<file path="src/rtl/instruction_fetch_pkg.sv">
// Shared types and constants for the byte-serial RV32I instruction fetch unit.
package instruction_fetch_pkg;

  typedef enum logic [1:0] {
    STATE_IDLE     = 2'd0,
    STATE_FETCHING = 2'd1,
    STATE_HOLDING  = 2'd2
  } fetch_state_t;

  localparam int          INSTRUCTION_BYTES          = 4;
  localparam logic [31:0] INSTRUCTION_ALIGNMENT_MASK = 32'hFFFF_FFFC;
  localparam logic [1:0]  LAST_BYTE_INDEX            = 2'(INSTRUCTION_BYTES - 1);
  localparam logic [31:0] PC_INCREMENT               = 32'(INSTRUCTION_BYTES);

  function automatic logic [31:0] align_address(input logic [31:0] address);
    return address & INSTRUCTION_ALIGNMENT_MASK;
  endfunction

endpackage

</file>
<file path="src/rtl/instruction_fetch.sv">
// Fetches one 32-bit instruction as four little-endian byte reads and hands it
// to decode over valid/ready; owns the program counter and honours redirects.
module instruction_fetch
  import instruction_fetch_pkg::*;
#(
  parameter logic [31:0] RESET_ADDRESS = 32'h0000_0000
) (
  input  logic        clock,
  input  logic        reset_n,
  output logic        memory_request,
  output logic [31:0] memory_address,
  input  logic        memory_ready,
  input  logic [7:0]  memory_data,
  input  logic        redirect,
  input  logic [31:0] redirect_address,
  output logic        instruction_valid,
  input  logic        instruction_ready,
  output logic [31:0] instruction,
  output logic [31:0] program_counter
);

  fetch_state_t state_q, state_d;
  logic [31:0]  pc_q, pc_d;
  logic [1:0]   byte_index_q, byte_index_d;
  logic [31:0]  instruction_q, instruction_d;

  always_ff @(posedge clock or negedge reset_n) begin
    if (!reset_n) begin
      state_q       <= STATE_IDLE;
      pc_q          <= RESET_ADDRESS;
      byte_index_q  <= 2'd0;
      instruction_q <= 32'h0000_0000;
    end else begin
      state_q       <= state_d;
      pc_q          <= pc_d;
      byte_index_q  <= byte_index_d;
      instruction_q <= instruction_d;
    end
  end

  always_comb begin
    state_d           = state_q;
    pc_d              = pc_q;
    byte_index_d      = byte_index_q;
    instruction_d     = instruction_q;
    memory_request    = 1'b0;
    instruction_valid = 1'b0;

    unique case (state_q)
      STATE_IDLE: begin
        state_d = STATE_FETCHING;
      end
      STATE_FETCHING: begin
        memory_request = 1'b1;
        if (memory_ready) begin
          instruction_d[{byte_index_q, 3'b000} +: 8] = memory_data;
          byte_index_d = byte_index_q + 2'd1;
          if (byte_index_q == LAST_BYTE_INDEX) begin
            state_d = STATE_HOLDING;
          end
        end
      end
      STATE_HOLDING: begin
        instruction_valid = 1'b1;
        if (instruction_ready) begin
          pc_d    = pc_q + PC_INCREMENT;
          state_d = STATE_FETCHING;
        end
      end
      default: begin
        state_d = STATE_IDLE;
      end
    endcase

    // Redirect overrides everything; a byte accepted this cycle belongs to the
    // abandoned path, so the assembly register keeps its old contents.
    if (redirect) begin
      pc_d          = align_address(redirect_address);
      byte_index_d  = 2'd0;
      state_d       = STATE_FETCHING;
      instruction_d = instruction_q;
    end
  end

  assign memory_address  = pc_q + {30'd0, byte_index_q};
  assign instruction     = instruction_q;
  assign program_counter = pc_q;

endmodule

</file>
<file path="config.mk">
export PLATFORM = sky130hd
export DESIGN_NAME = instruction_fetch
export DESIGN_NICKNAME = d
export VERILOG_FILES = /design/src/rtl/instruction_fetch_pkg.sv /design/src/rtl/instruction_fetch.sv
export SDC_FILE = /design/constraint.sdc
export NUM_CORES = 1
export LEC_CHECK = 0
export CORE_UTILIZATION = 43
export DETAILED_ROUTE_END_ITERATION = 10
export GPL_TIMING_DRIVEN = 0
export HOLD_SLACK_MARGIN = 0.05
export MAX_ROUTING_LAYER = met4
export PLACE_DENSITY_LB_ADDON = 0.25
export SLEW_MARGIN = 25
export SYNTH_ARGS = -nofsm -noshare
export SYNTH_HDL_FRONTEND = slang
export SYNTH_SLANG_ARGS = --single-unit
</file>
<file path="constraint.sdc">
create_clock -name clock -period 2.3 [get_ports clock]
set_input_delay 0.23 -clock clock [delete_from_list [all_inputs] [get_ports clock]]
set_output_delay 0.23 -clock clock [all_outputs]
set_load 0.1 [all_outputs]
</file>
==> out/qor.log, run 1 <==
qor: floorplanning.die_area 8470 um2
qor: placement.dpl.hpwl 7.53 mm
qor: setup_path.timing.critical_path.required 2.07 ns
qor: sta.maxSlewViolCount 0
qor: layout.commonest_non_fill_non_tap_cell_in_the_layout sky130_fd_sc_hd__clkdlybuf4s50_1
qor: clock_network.cts_tree done
qor: setup_path.reg2reg_slack 0.15 ns
qor: clock_network.clkLatencyLatePin 0.34 ns
qor: placement.dp_area 5040 um2
qor: synth.synth.avg_cell_area 8.34 um2
qor: detailed_routing.avgViaCountPerCell 5.29
qor: global_routing.grt_overflow_total 0
qor: clock_network.cts.sink_count 66
qor: floorplanning.core 7770 um2
qor: setup_path.master_of_the_slowest_instance_on_the_critical_path sky130_fd_sc_hd__clkdlybuf4s50_1
qor: synth.synth_area_leader_cell sky130_fd_sc_hd__dfrtp_1
qor: clock_network.worst_path_clk_slew 0.07 ns
qor: layout.layout-area-overhead-vs-synth 51.3%
qor: global_routing.grt_use_total 0.256
qor: setup_path.critPathKind register to output pin
qor: sta.max_clock_freq 0.447 GHz
qor: layout.antenna_cells_inserted 0
qor: hold_path.holdCritPathClass input port to async pin
qor: power.comb_power_share 0.437
qor: power.power.share.switching 0.474
qor: sta.timing.final.crit_share 0.973
qor: synth.synth_seq_area_share 0.474
qor: clock_network.cts.root.buffer_cell sky130_fd_sc_hd__clkbuf_8
qor: setup_path.slowest_delay 1.18 ns
qor: detailed_routing.wire_per_inst 15.1 um
qor: detailed_routing.drc 0
qor: detailed_routing.via_count 3579
qor: layout.layout_common_cells sky130_fd_sc_hd__clkdlybuf4s50_1, sky130_fd_sc_hd__nand2_1, sky130_fd_sc_hd__clkbuf_1, sky130_fd_sc_hd__nand3_1, sky130_fd_sc_hd__dfrtp_1
qor: synth.synth-warning-count 0
qor: floorplanning.top_level_ports 143
qor: floorplanning.die_height 92.0 um
qor: layout.post_route_cells_drive_above_1_share 0.0904
qor: detailed_routing.ant_nets 0
qor: power.power_report.internal_total 2.19 mW
qor: floorplanning.fp.dieW 92.0 um
qor: global_routing.antenna_violations_before_repair 0
qor: status.run_status finished clean
qor: synth.synth-seq-cells 66
qor: power.power_density 789 nW/um2
qor: setup_path.critPathTopFamily buffers and inverters
qor: synth.synth.distinct_cells 40
qor: clock_network.cts_buffer_depth 2
qor: synth.yosys.area.top_type_share 0.474
qor: synth.netlist_area 3480 um2
qor: power.peakVddDrop 0.000395 V
qor: sta.slew_headroom 0.335
qor: global_routing.global_route_wire_length_before_repair 16.6 mm
qor: global_routing.grt_max_degree 37
qor: synth.synth.area.top_cells sky130_fd_sc_hd__dfrtp_1, sky130_fd_sc_hd__nand2_1, sky130_fd_sc_hd__nand3_1, sky130_fd_sc_hd__clkbuf_1, sky130_fd_sc_hd__or4_1
qor: synth.synth_edf_count 0
qor: layout.cell_area_after_layout 5270 um2
qor: floorplanning.effective_utilization_at_floorplan 0.449
qor: synth.ys.flop_type sky130_fd_sc_hd__dfrtp_1
qor: sta.finalCriticalPeriod 2.24 ns
qor: synth.async_flop_share 1.00
qor: setup_path.setup.worst_path.start_class register
qor: setup_path.critPathArrivalTime 2.01 ns
qor: setup_path.crit_chain clkdlybuf4s50_1
qor: setup_path.critPathBufInv 1
qor: setup_path.timing.critical_path.fanout_max 11
qor: placement.count_of_port_buffers_added_during_placement 137
qor: power.total_power 4.16 mW
qor: placement.place.gp.congestion 0.837
qor: global_routing.number_of_global_route_vias_before_repair 3335
qor: floorplanning.count_of_standard_cell_rows 32
qor: sta.worstMarginPinSlew 0.994 ns
qor: detailed_routing.drt_first_pass_iters 5
qor: sta.setup-violations-final 0
qor: power.sequentialPowerShare 0.334
qor: sta.timing_hold_violations_final 0
qor: layout.fin_nets 622
qor: clock_network.htreeDepth 3
qor: power.power.switching 1.97 mW
qor: clock_network.tritoncts.num_buffers 9
qor: power.leakage_dissipation 2.23 nW
qor: synth.synthesis.instances 418
qor: detailed_routing.total_wire_length 10.2 mm
qor: setup_path.critical_path.endpoint_type output pin
qor: sta.grt_setup_unrepaired false
qor: sta.clock-skew-final 0.00544 ns
qor: power.p_clk_frac 0.228
qor: detailed_routing.drtIter0Drc 202
qor: job.max_cap_viol_count 0
flip-flops by register name, indices dropped and copies added (netlist names):
signal           cells
instruction         32
state_q              2
byte_index_q         2
program_counter     30
final timing paths:
path | depth (start not counted) | startpoint | end
hold / removal | 2 | reset_n | program_counter[19]
hold reg to reg | 2 | instruction[17] | instruction[17]
max in group asynchronous | 3 | reset_n | program_counter[2]
min in group clock | 3 | redirect | program_counter[18]
setup / recovery | 1 | program_counter[4] | program_counter[4]
setup reg to reg | 6 | program_counter[5] | program_counter[23]
metal layers:
| layer | up-vias | global-route usage | wire [um] |
|---|---|---|---|
| li1 | 1735 | - | - |
| met1 | 1699 | 0.343 | 4550 |
| met2 | 137 | 0.409 | 4990 |
| met3 | 8 | 0.0423 | 584 |
| met4 | 0 | 0.0599 | 93 |
| met5 | - | - | 0 |
cell families after synthesis:
| group | Yosys count | share of synthesized area |
|---|---|---|
| AO/OA/AOI/OAI | 50 | 0.0891 |
| XOR/XNOR | 12 | 0.0302 |
| adder cells (fa/ha/maj) | 7 | 0.0251 |
| buffers and inverters | 56 | 0.0632 |
| flip-flops | 66 | 0.474 |
| multiplexers | 2 | 0.00575 |
| other | 1 | 0.00108 |
| AND/OR/NAND/NOR | 224 | 0.312 |
per-stage QoR:
stage / TNS [ns] / utilization / hold WS, ns / std cells / setup slack, ns
4_1_cts: 0 / 0.673 / 0.348 / 676 / 0.0100
3_3_place_gp: -86.53 / 0.646 / 0.451 / 658 / -1.42
6_report: 0 / 0.679 / 0.365 / 677 / 0.0623
2_1_floorplan: 0 / - / -0.0656 / 419 / 0.000979
5_1_grt: 0 / 0.679 / 0.393 / 677 / 0.00856
3_5_place_dp: -3.49 / 0.649 / 0.190 / 659 / -0.120
cell usage after synthesis, types with 4 or more instances:
library cell,number
sky130_fd_sc_hd__a31oi_1,15
sky130_fd_sc_hd__and2_1,4
sky130_fd_sc_hd__and3_1,6
sky130_fd_sc_hd__clkbuf_1,46
sky130_fd_sc_hd__dfrtp_1,66
sky130_fd_sc_hd__ha_1,7
sky130_fd_sc_hd__inv_1,6
sky130_fd_sc_hd__nand2_1,94
sky130_fd_sc_hd__nand3_1,46
sky130_fd_sc_hd__nand4_1,10
sky130_fd_sc_hd__nor2_1,20
sky130_fd_sc_hd__nor3_1,7
sky130_fd_sc_hd__o21ai_0,18
sky130_fd_sc_hd__o31ai_1,10
sky130_fd_sc_hd__or3_1,6
sky130_fd_sc_hd__or4_1,13
sky130_fd_sc_hd__xnor2_1,10
power by group through the flow:
| stage | Combinational [mW] | Sequential [mW] | Clock, mW |
|---|---|---|---|
| finish | 1.82 | 1.39 | 0.949 |
| global route | 1.89 | 1.41 | 1.02 |
| CTS | 1.83 | 1.38 | 0.960 |
| detailed placement | 1.83 | 1.41 | 0 |
| global placement | 1.81 | 1.40 | 0 |
| floorplan | 0.619 | 2.12 | 0 |
repair_timing:
item / CTS / global route
gates resized for setup: 3 / 12
pin swaps: 0 / 1
hold endpoints to repair: 30 / 0
cloned: 0 / 0
setup endpoints to repair: 3 / 17
hold buffers: 1 / 0
setup buffers: 0 / 2
area by class of cell:
| class | count | area (um2) |
|---|---|---|
| tap | 102 | 128 |
| clock buffer | 11 | 131 |
| timing repair buffer | 141 | 1430 |
| sequential | 66 | 1680 |
| multi-input combinational | 297 | 1640 |
| fill | 637 | 2490 |
| clock inverter | 5 | 55.1 |
| inverter | 6 | 22.5 |
| buffer | 49 | 194 |
worst reg2reg max path, delay by kind of cell (launching register included):
family | cells | cell delay (ns)
simple gates | 3 | 1.01
buf+inv | 2 | 0.46
flops | 1 | 0.44
compound gates | 1 | 0.17
Power figures use the tool's default switching activity.
==> run 2: changes to the inputs <==
==> constraint.sdc (replaced) <==
create_clock -name clock -period 2.3 [get_ports clock]
set_input_delay 0.23 -clock clock [delete_from_list [all_inputs] [get_ports clock]]
set_output_delay 0.23 -clock clock [all_outputs]
set_load 0.01 [all_outputs]
==> out/qor.log, run 2 (same netlist as run 1, synthesis figures left out) <==
qor: layout.antenna_cells_inserted 0
qor: layout.fin_nets 624
qor: detailed_routing.avgViaCountPerCell 5.28
qor: hold_path.holdCritPathClass input port to async pin
qor: power.comb_power_share 0.245
qor: job.max_cap_viol_count 0
qor: setup_path.critPathKind register to register
qor: detailed_routing.via_count 3584
qor: sta.setup-violations-final 0
qor: sta.tns 0 ns
qor: status.run_status finished clean
qor: sta.timing.final.ws_setup 0.129 ns
qor: power.power_report.internal_total 2.18 mW
qor: setup_path.ff2ff_path_depth 5
qor: sta.maxSlewViolCount 0
qor: setup_path.setup.worst_path.start_class register
qor: sta.worstMarginPinSlew 0.891 ns
qor: clock_network.clkLatencyLatePin 0.35 ns
qor: sta.timing.final.crit_share 0.944
qor: placement.dp_area 5000 um2
qor: floorplanning.core 7770 um2
qor: setup_path.slowest_delay 0.56 ns
qor: clock_network.cts.sink_count 66
qor: layout.n_fill_cell 676
qor: placement.place.gp.congestion 0.854
qor: sta.finalCriticalPeriod 2.17 ns
qor: layout.layout_common_cells sky130_fd_sc_hd__clkdlybuf4s50_1, sky130_fd_sc_hd__nand2_1, sky130_fd_sc_hd__dfrtp_1, sky130_fd_sc_hd__nand3_1, sky130_fd_sc_hd__clkbuf_1
qor: layout.fin_cells 679
qor: sta.max_clock_freq 0.461 GHz
qor: clock_network.cts_tree done
qor: floorplanning.effective_utilization_at_floorplan 0.449
qor: floorplanning.top_level_ports 143
qor: clock_network.cts.root.buffer_cell sky130_fd_sc_hd__clkbuf_8
qor: setup_path.crit_chain nand4_1, or4_1, buf_2, or4_1, a31oi_1
qor: clock_network.worst_path_clk_slew 0.08 ns
qor: detailed_routing.drt_first_pass_iters 5
qor: power.peakVddDrop 0.000281 V
qor: layout.largest_register_ffs 32
qor: global_routing.grt_use_total 0.254
qor: power.power.share.switching 0.302
qor: clock_network.htreeDepth 3
qor: layout.cell_area_after_layout 5250 um2
qor: setup_path.timing.critical_path.fanout_max 8
qor: sta.timing_hold_violations_final 0
qor: power.power.switching 0.943 mW
qor: layout.layout-area-overhead-vs-synth 50.5%
qor: detailed_routing.ant_nets 0
qor: setup_path.critical_path.endpoint_type register
qor: clock_network.cts_buffer_depth 2
qor: global_routing.grt_overflow_total 0
qor: sta.clock-skew-final 0.00808 ns
qor: layout.post_route_cells_drive_above_1_share 0.0503
qor: setup_path.timing.critical_path.required 2.56 ns
qor: power.leakage_dissipation 2.21 nW
qor: setup_path.master_of_the_slowest_instance_on_the_critical_path sky130_fd_sc_hd__or4_1
qor: floorplanning.count_of_standard_cell_rows 32
qor: setup_path.critPathArrivalTime 2.43 ns
qor: global_routing.antenna_violations_before_repair 0
qor: detailed_routing.wire_per_inst 15.1 um
qor: setup_path.timing.critical_path.from program_counter[5]
qor: layout.commonest_non_fill_non_tap_cell_in_the_layout sky130_fd_sc_hd__clkdlybuf4s50_1
qor: setup_path.critical_path.reg2reg.startpoint program_counter[5]
qor: power.power_density 596 nW/um2
qor: layout.area.sequential 1650 um2
qor: placement.dpl.hpwl 7.51 mm
qor: clock_network.tritoncts.num_buffers 9
qor: detailed_routing.drtIter0Drc 188
qor: setup_path.critPathTopFamily simple AND/OR/NAND/NOR gates
qor: detailed_routing.total_wire_length 10.3 mm
qor: layout.multi_input_combinational_cell_area 1620 um2
qor: sta.slew_headroom 0.405
qor: placement.placedCellCount 659
qor: layout.final_util 0.675
qor: global_routing.grt_max_degree 41
qor: power.p_clk_frac 0.312
qor: placement.post-place-ws -0.149 ns
qor: placement.count_of_port_buffers_added_during_placement 137
qor: detailed_routing.drc 0
qor: floorplanning.fp.dieW 92.0 um
qor: setup_path.reg2reg_to program_counter[26]
qor: setup_path.critPathBufInv 1
qor: floorplanning.die_area 8470 um2
qor: setup_path.reg2reg_slack 0.13 ns
qor: setup_path.crit_top_cell sky130_fd_sc_hd__or4_1
qor: floorplanning.die_height 92.0 um
qor: power.sequentialPowerShare 0.443
qor: global_routing.global_route_wire_length_before_repair 16.3 mm
qor: global_routing.number_of_global_route_vias_before_repair 3353
run 2: cell types whose count changed in the layout (fill, tap and decap cells not counted), moves of 3 or more:
cell	before	now
sky130_fd_sc_hd__clkbuf_1	47	44
sky130_fd_sc_hd__dlymetal6s2s_1	7	0
sky130_fd_sc_hd__buf_4	5	8
sky130_fd_sc_hd__clkdlybuf4s50_1	126	136
sky130_fd_sc_hd__dfrtp_2	24	0
sky130_fd_sc_hd__dfrtp_1	42	66
run 2: layer usage:
| layer | global-route usage | part of all wire |
|---|---|---|
| met1 | 0.341 | 0.46 |
| met2 | 0.387 | 0.47 |
| met3 | 0.0390 | 0.051 |
| met4 | 0.0990 | 0.021 |
| met5 | - | 0 |
run 2: metrics by stage:
step                hold WS, ns  total power, mW
floorplan               -0.0656             1.68
global placement          0.450             2.15
detailed placement        0.167             2.17
CTS                       0.349             3.13
global route              0.363             3.26
finish                    0.340             3.13
run 2: worst reg2reg max path, stage by stage, from the launching register on:
cell and delay, ns:
sky130_fd_sc_hd__dfrtp_1 0.49, sky130_fd_sc_hd__nand4_1 0.21, sky130_fd_sc_hd__or4_1 0.56, sky130_fd_sc_hd__buf_2 0.18, sky130_fd_sc_hd__or4_1 0.47, sky130_fd_sc_hd__a31oi_1 0.19
run 2: cell type report:
cell class              count  share of cell area
flip-flops and latches     66               0.315
multi-input cells         297               0.309
repair buffers            144               0.274
plain buffers              48              0.0363
well taps                 102              0.0243
clock buffers               9              0.0236
clock inverters             7              0.0134
inverters                   6             0.00429
run 2: worst max path at each step:
| stage | end | slack, ns | cells after the start |
|---|---|---|---|
| after floorplan | program_counter[28] | 0.32 | 6 |
| after global placement | instruction[20] | -1.22 | 1 |
| after detailed placement | instruction[22] | -0.15 | 6 |
| after CTS | program_counter[30] | 0.03 | 6 |
| after global routing | program_counter[31] | -0.006 | 6 |
| final | program_counter[26] | 0.13 | 5 |
run 2: what timing repair did:
action | 4_1_cts | 5_1_grt
pin swaps | 1 | 2
setup endpoints to repair | 1 | 9
hold buffers | 1 | 0
hold endpoints to repair | 26 | 0
gates resized for setup | 0 | 0
buffers inserted | 2 | 3
run 2: power by group through the flow:
stage | clock network [mW] | registers, mW | logic (mW)
after floorplan | 0 | 1.42 | 0.262
after global placement | 0 | 1.40 | 0.753
after detailed placement | 0 | 1.40 | 0.771
after CTS | 0.975 | 1.38 | 0.776
after global routing | 1.03 | 1.40 | 0.829
final | 0.976 | 1.38 | 0.765
